==> config.mk <==
export PLATFORM = sky130hd
export DESIGN_NAME = chunked_serial_adder
export DESIGN_NICKNAME = d
export VERILOG_FILES = /design/src/rtl/adder_pkg.sv /design/src/rtl/chunk_adder.sv /design/src/rtl/chunked_serial_adder.sv
export SDC_FILE = /design/constraint.sdc
export NUM_CORES = 1
export LEC_CHECK = 0
export ABC_AREA = 1
export CAP_MARGIN = 10
export CORE_ASPECT_RATIO = 2
export CORE_UTILIZATION = 54
export CTS_CLUSTER_SIZE = 14
export DETAILED_ROUTE_END_ITERATION = 10
export PLACE_DENSITY = 0.8
export SLEW_MARGIN = 40
export SYNTH_ARGS = -nofsm -noshare
export SYNTH_HDL_FRONTEND = slang
export SYNTH_HIERARCHICAL = 1
export SYNTH_SLANG_ARGS = --single-unit
==> constraint.sdc <==
create_clock -name clk -period 7.2 [get_ports clk]
set_input_delay 1.08 -clock clk [delete_from_list [all_inputs] [get_ports clk]]
set_output_delay 1.08 -clock clk [all_outputs]
set_load 0.05 [all_outputs]
==> src/rtl/adder_pkg.sv <==
// Shared definitions for the chunked serial adder.
//   state_t   : controller states (IDLE / RUN / DONE), 2-bit encoding.
//   cnt_width : width of the chunk counter, clog2(nchunk) with a floor of 1 bit.
package adder_pkg;

  typedef enum logic [1:0] {
    IDLE = 2'd0,
    RUN  = 2'd1,
    DONE = 2'd2
  } state_t;

  // A single-chunk configuration still needs a 1-bit counter to exist.
  function automatic int cnt_width(input int nchunk);
    return (nchunk <= 1) ? 1 : $clog2(nchunk);
  endfunction

endpackage

==> src/rtl/chunk_adder.sv <==
// Combinational ripple of CHUNK full-adder cells.
// Ports:
//   a_c, b_c  : CHUNK-bit operand slices
//   c_in      : carry into bit 0
//   s_c       : CHUNK-bit sum slice
//   c_out     : carry out of the top bit
//   c_msb_in  : carry into the top bit (XOR with c_out gives signed overflow)
module chunk_adder #(
  parameter int CHUNK = 4
) (
  input  logic [CHUNK-1:0] a_c,
  input  logic [CHUNK-1:0] b_c,
  input  logic             c_in,
  output logic [CHUNK-1:0] s_c,
  output logic             c_out,
  output logic             c_msb_in
);

  logic [CHUNK:0] c;

  always_comb begin
    c    = '0;
    s_c  = '0;
    c[0] = c_in;
    for (int i = 0; i < CHUNK; i++) begin
      s_c[i]   = a_c[i] ^ b_c[i] ^ c[i];
      c[i+1]   = (a_c[i] & b_c[i]) | (c[i] & (a_c[i] ^ b_c[i]));
    end
  end

  assign c_out    = c[CHUNK];
  assign c_msb_in = c[CHUNK-1];

endmodule

==> src/rtl/chunked_serial_adder.sv <==
// Multi-cycle adder/subtractor: processes CHUNK bits per clock, carry held
// in a register between chunks, valid/ready handshake on both sides.
// Ports:
//   clk, rst_n          : clock, synchronous active-low reset
//   in_valid / in_ready : operand handshake (in_ready high only in IDLE)
//   a, b, cin, sub      : operands; sub=1 computes a-b (cin ignored)
//   out_valid/out_ready : result handshake (out_valid high only in DONE)
//   sum, cout, ovf      : result mod 2^WIDTH, carry-out (1 = no borrow on
//                         subtract), two's-complement overflow
//
// state | meaning
// ------+-----------------------------------------------------------
// IDLE  | waiting for an operand set; in_ready=1
// RUN   | one chunk per edge, counter selects the slice
// DONE  | result held, out_valid=1 until out_ready
module chunked_serial_adder
  import adder_pkg::*;
#(
  parameter int WIDTH = 16,
  parameter int CHUNK = 4
) (
  input  logic             clk,
  input  logic             rst_n,
  input  logic             in_valid,
  output logic             in_ready,
  input  logic [WIDTH-1:0] a,
  input  logic [WIDTH-1:0] b,
  input  logic             cin,
  input  logic             sub,
  output logic             out_valid,
  input  logic             out_ready,
  output logic [WIDTH-1:0] sum,
  output logic             cout,
  output logic             ovf
);

  localparam int NCHUNK = WIDTH / CHUNK;
  localparam int CW     = cnt_width(NCHUNK);
  localparam logic [CW-1:0] LAST = CW'(NCHUNK - 1);

  state_t           state;
  logic [WIDTH-1:0] op_a;
  logic [WIDTH-1:0] op_b;
  logic             carry;
  logic [CW-1:0]    cnt;

  logic [CHUNK-1:0] a_sl;
  logic [CHUNK-1:0] b_sl;
  logic [CHUNK-1:0] s_sl;
  logic             c_out;
  logic             c_msb;

  assign in_ready = (state == IDLE);

  assign a_sl = op_a[cnt*CHUNK +: CHUNK];
  assign b_sl = op_b[cnt*CHUNK +: CHUNK];

  chunk_adder #(.CHUNK(CHUNK)) u_chunk (
    .a_c      (a_sl),
    .b_c      (b_sl),
    .c_in     (carry),
    .s_c      (s_sl),
    .c_out    (c_out),
    .c_msb_in (c_msb)
  );

  always_ff @(posedge clk) begin
    if (!rst_n) begin
      state     <= IDLE;
      out_valid <= 1'b0;
      sum       <= '0;
      cout      <= 1'b0;
      ovf       <= 1'b0;
      carry     <= 1'b0;
      cnt       <= '0;
      op_a      <= '0;
      op_b      <= '0;
    end else begin
      case (state)
        IDLE: begin
          if (in_valid) begin
            op_a  <= a;
            // Subtract as a + ~b + 1: invert B here, seed carry with 1.
            op_b  <= sub ? ~b : b;
            carry <= sub | cin;
            cnt   <= '0;
            state <= RUN;
          end
        end
        RUN: begin
          sum[cnt*CHUNK +: CHUNK] <= s_sl;
          carry <= c_out;
          cnt   <= cnt + 1'b1;
          if (cnt == LAST) begin
            cout      <= c_out;
            ovf       <= c_msb ^ c_out;
            cnt       <= '0;
            state     <= DONE;
            out_valid <= 1'b1;
          end
        end
        DONE: begin
          if (out_ready) begin
            state     <= IDLE;
            out_valid <= 1'b0;
          end
        end
        default: begin
          state     <= IDLE;
          out_valid <= 1'b0;
        end
      endcase
    end
  end

endmodule

* After elaboration in Yosys (flattened, before gate mapping)
Index checks and enable logic that the tools add are counted.
** Cells by class
- Equal/unequal tests :: 6
- Reductions and logical operators :: 7
- Shift operators :: 4
- Mux-type cells :: 14
- Bitwise operators :: 24
- $add $sub $neg :: 2
** Operators with widths (count)
- $neg 4->34 :: 1
- $shift 4x34->16 const A :: 1
- $shiftx 4x34->16 :: 1
- $shiftx 16x5->4 :: 2
- $bwmux 16 :: 1
- $mux 16 :: 1
- $not 16->16 :: 1
- $mux 2 :: 5
- $xor 1x1->1 :: 9
- $and 1x1->1 :: 8
- $ne 2x2->1 const B :: 3
- $pmux 2 s3 :: 1
- $reduce_and 2->1 :: 3
- $reduce_and 3->1 :: 2
- $or 1x1->1 :: 5
- $eq 2x2->1 const B :: 2
- $pmux 2 s2 :: 1
- $mux 1 :: 3
- $pmux 1 s3 :: 1
- $add 2x1->2 const B :: 1
- $eq 2x1->1 const B :: 1
- $logic_not 2->1 :: 1
- $pmux 1 s2 :: 1
- $reduce_bool 2->1 :: 1
- $not 1->1 :: 1
** Word-level totals
- Output and inout port bits :: 20
- Register bits after elaboration :: 56

* Longest topological paths before layout
- Depth in word-level cells :: 11
- Mapped depth :: 15

* By module
The synthesis kept the hierarchy.
** By module, submodules not included
- chunked_serial_adder :: seq. area each 1121.1 µm², times used 1, area an instance 2572.5 µm², cells an instance 358
- chunk_adder :: seq. area each 0.0 µm², times used 1, area an instance 110.1 µm², cells an instance 12

* Worst setup path before layout
Ideal clock, no wire load.
- Path type :: register to register
- Start :: reg cnt[0]
- End :: reg sum[15]
- Path slack :: 4.289 ns
- Data required time :: 7.068 ns
- Cell stages (with the launch flop) :: 16
- Setup time :: 0.132 ns
- Arrival :: 2.778 ns
- Cell sequence :: dfxtp_1 > buf_4 > inv_1 > buf_2 > nor2_1 > o22ai_1 > fa_1 > inv_1 > fa_1 > fa_1 > inv_1 > fa_1 > nand2_1 > nor2_1 > nand2_1 > a21oi_1
** Between the ends
- Longest elaborated chain between the ends :: 11
** RTL lines
- from (decl) :: line chunked_serial_adder.sv:45 : logic [CW-1:0] cnt;
- from (signal assigned) :: line chunked_serial_adder.sv:93 : cnt <= cnt + 1'b1;
- $shiftx 16x5->4 * :: line chunked_serial_adder.sv:55 : assign a_sl = op_a[cnt*CHUNK +: CHUNK];
- via a_sl[0] :: line chunked_serial_adder.sv:47 : logic [CHUNK-1:0] a_sl;
- $xor 1x1->1 :: line chunk_adder.sv:27 : c[i+1] = (a_c[i] & b_c[i]) | (c[i] & (a_c[i] ^ b_c[i]));
- $and 1x1->1 :: line chunk_adder.sv:27
- $or 1x1->1 * :: line chunk_adder.sv:27
- $and 1x1->1 * :: line chunk_adder.sv:27
- $or 1x1->1 * :: line chunk_adder.sv:27
- $and 1x1->1 * :: line chunk_adder.sv:27
- $or 1x1->1 * :: line chunk_adder.sv:27
- via c_msb :: line chunked_serial_adder.sv:51 : logic c_msb;
- $xor 1x1->1 * :: line chunk_adder.sv:26 : s_c[i] = a_c[i] ^ b_c[i] ^ c[i];
- via s_sl[3] :: line chunked_serial_adder.sv:49 : logic [CHUNK-1:0] s_sl;
- $shiftx 4x34->16 * :: line chunked_serial_adder.sv:91 : sum[cnt*CHUNK +: CHUNK] <= s_sl;
- $bwmux 16 * :: line chunked_serial_adder.sv:91
- to (signal, indexed assignment) :: line chunked_serial_adder.sv:91
- to (decl) :: line chunked_serial_adder.sv:32 : output logic [WIDTH-1:0] sum,
Mark *: on every way through the listed nets, which the timed path passes. The rest lies on a longest branch.
A chain may end at the register's enable or synchronous reset.

* Worst setup path after layout
Ends and elaborated chain as after synthesis.

==> impl_metrics.csv <==
group,metric,value,unit
outcome,outcome,"finished clean",
clock_network,post_cts_buffers,0,
floorplan,rows,36,
run,drv_cap,0,
drt,totalWireLength,5800,um
logic_synthesis,syn_area_per_cell,7.25,um^2
min_path,hold_path_end,"out_valid$_SDFFE_PN0P_",
sta,max_freq,0.274,GHz
logic_synthesis,yosysUniqueCellTypes,22,
drt,drtPass1Iterations,4,
floorplan,die-area,0.00527,mm^2
sta,fin_setup_tns,0,ps
clock_network,clk_pin_slew_worst_paths,90,ps
critical_path,cp_slowest_cell,"dfxtp_1",
logic_synthesis,synth_nets,418,
min_path,hp-class,"reg2reg",
clock_network,cts_hold_buf,0,
clock_network,clk_latency,310,ps
critical_path,cp.arrival,3900,ps
sta,slew_headroom,51.9,%
clock_network,cts_sinks,56,
global_routing,antenna_found_initial,0,
drt,detail_route.vias_per_cell,5.20,
min_path,whs_path_depth,2,
logic_synthesis,synthFlopType,"dfxtp_1",
critical_path,crit_chain,"inv_1 > o21ai_0 > o22ai_1 > fa_1 > inv_1 > fa_1 > fa_1 > inv_1 > fa_1 > nand2_1 > nor2_1 > nand2_1 > a21oi_1",
sta,hold_viol_final,0,
critical_path,startpoint_type,"flop",
critical_path,reg2reg_depth,13,
global_routing,grt_overflow_total,0,
sta,maxSlewViolCount,0,
pwr,p_leak,1.35,nW
sta,min_period,3650,ps
critical_path,crit_path_max_incr_delay,750,ps
sta,finClkSkew,8.13,ps
sta,grt_setup_unrepaired,"no",
floorplan,start_util,55.7,%
floorplan,ios,58,
drt,ant_nets,0,
pwr,p_total,0.650,mW
drt,routed-via-count,2464,
final_layout,n_antenna_cell,0,
placed_design,place_hpwl,4310,um
critical_path,worstPathRequired,7440,ps
logic_synthesis,async_reset_ff_share,0,%
clock_network,cts_buffers,5,
critical_path,worstSetupPathType,"reg2reg",
final_layout,nets,464,
critical_path,rrSetupSlack,3550,ps
pwr,ir_drop,192,uV
floorplan,core_area,0.00482,mm^2
final_layout,n_fill_cell,442,
clock_network,cts_tree,"built",
global_routing,grt_pass1_wl,9670,um
logic_synthesis,seq_area_frac_synth,41.8,%
global_routing,grt_usage,24.5,%
sta,worst_pin_slew,721,ps
critical_path,crit_fanout,26,
clock_network,root_buffer,"clkbuf_8",
drt,drcViolationCount,0,
floorplan,die_w,51.8,um
global_routing,grt_max_degree,35,
floorplan,die_h,102,um
final_layout,multi_input_area,0.00135,mm^2
logic_synthesis,ys_seq_elements,56,
final_layout,seqCellArea,0.00112,mm^2
critical_path,r2r_end,"sum[15]$_SDFFE_PN0P_",
logic_synthesis,ys_warn_count,6,
critical_path,crit_top_cell,"fa_1",
pwr,powerDensity,196,mW/mm^2
placed_design,port_buffers,57,
drt,drtIter0Drc,69,
logic_synthesis,synth_area,0.00268,mm^2
drt,wire_per_inst,12.2,um
clock_network,htreeDepth,2,
clock_network,cts.path.max_buffers,2,
sta,hold_ws,452,ps
final_layout,layout-drive-gt1-share,3.84,%
global_routing,grt_pass1_vias,2301,
critical_path,crit_path_end_kind,"flop",
critical_path,rr_startpoint,"cnt[0]$_SDFFE_PN0P_",
placed_design,gp_congestion,0.934,
final_layout,synthToLayoutAreaGrowth,23.4,%
sta,setup_violations,0,
logic_synthesis,synth_edf_count,0,
logic_synthesis,synth_cells,370,
clock_network,cts_resized,0,
sta,period_share,50.7,%
min_path,min-delay-start,"out_valid$_SDFFE_PN0P_",
-- power by group --
part           internal (mW)  switching, mW
Combinational         0.0560         0.0789
Sequential             0.328         0.0138
Clock                 0.0769         0.0961
-- Yosys cell counts, types with 2 or more instances --
library cell | instances | area, um^2
a21oi_1 | 37 | 185
buf_1 | 2 | 7.51
buf_2 | 4 | 20.0
buf_4 | 5 | 37.5
clkbuf_1 | 5 | 18.8
dfxtp_1 | 56 | 1120
fa_1 | 4 | 80.1
ha_1 | 6 | 75.1
inv_1 | 26 | 97.6
inv_2 | 2 | 7.51
nand2_1 | 81 | 304
nand3_1 | 13 | 65.1
nor2_1 | 62 | 233
nor2_2 | 2 | 12.5
o21ai_0 | 35 | 175
o22ai_1 | 8 | 50.1
xor2_1 | 17 | 149
-- cell usage in the layout, fill, tap and decap left out --
cell             instances
ha_1                     6
nand2_2                  1
inv_1                   25
fa_1                     4
a21oi_1                 37
nor2_4                   1
o21ai_0                 35
nand2_1                 81
clkdlybuf4s50_1         56
buf_2                    1
o22ai_1                  8
nand3b_1                 1
inv_2                    3
dfxtp_1                 56
nand3_1                 13
clkbuf_8                 6
clkinv_2                 2
xor2_1                  17
nor2_2                   2
nor2_1                  62
-- sequential cells by signal, indices dropped and copies added (netlist names) --
| register | count |
|---|---|
| op_a | 16 |
| op_b | 16 |
| sum | 16 |
| cnt | 2 |
| state | 2 |
| carry | 1 |
| cout | 1 |
| out_valid | 1 |
| ovf | 1 |
-- stage by stage --
stage / utilization [%] / cell area (um^2) / cells / setup WS [ps]
detailed placement: 66.8 / 3220 / 466 / 3620
CTS: 68.8 / 3310 / 474 / 3580
floorplan: - / 2680 / 370 / 4290
global route: 68.7 / 3310 / 474 / 3230
finish: 68.7 / 3310 / 474 / 3550
global placement: 66.8 / 3220 / 466 / 3760
-- worst max path at each step --
stage                     depth (start not counted)           startpoint  slack [ps]                   end
after floorplan                                  15  cnt[0]$_SDFFE_PN0P_        4290  sum[15]$_SDFFE_PN0P_
after global placement                           13  cnt[0]$_SDFFE_PN0P_        3760   sum[7]$_SDFFE_PN0P_
after detailed placement                         13  cnt[0]$_SDFFE_PN0P_        3620  sum[15]$_SDFFE_PN0P_
after CTS                                        13  cnt[0]$_SDFFE_PN0P_        3580  sum[15]$_SDFFE_PN0P_
after global routing                             13  cnt[0]$_SDFFE_PN0P_        3230  sum[15]$_SDFFE_PN0P_
final                                            13  cnt[0]$_SDFFE_PN0P_        3550  sum[15]$_SDFFE_PN0P_
-- critical path: cells and delay by family (launching register included) --
family	cells	cell delay, ps
compound gates	3	520
fa+ha+maj	4	1340
simple gates	3	280
buf+inv	3	700
flops	1	750
-- final cells by class --
class	count	share of cell area [%]
clock inverter	2	0.302
multi-input combinational	268	40.9
sequential	56	33.9
inverter	28	3.18
clock buffer	6	2.50
tap	57	2.16
timing repair buffer	57	17.1
-- kinds of logic after synthesis --
| family | count (synthesis) | share of synthesized area [%] |
|---|---|---|
| buffers and inverters | 46 | 7.74 |
| XOR/XNOR | 17 | 5.55 |
| adder cells (fa/ha/maj) | 10 | 5.78 |
| AND/OR/NAND/NOR | 161 | 23.8 |
| flip-flops | 56 | 41.8 |
| AO/OA/AOI/OAI | 80 | 15.3 |
-- layer usage --
layer / share of wire [%] / GRT usage [%] / vias to the layer above
li1: - / - / 1267
met4: 5.2 / 15.0 / 0
met3: 2.6 / 4.50 / 25
met5: 0 / 0 / -
met1: 39 / 25.3 / 1109
met2: 53 / 43.5 / 63
No activity file was read; power rests on OpenSTA's default activity.
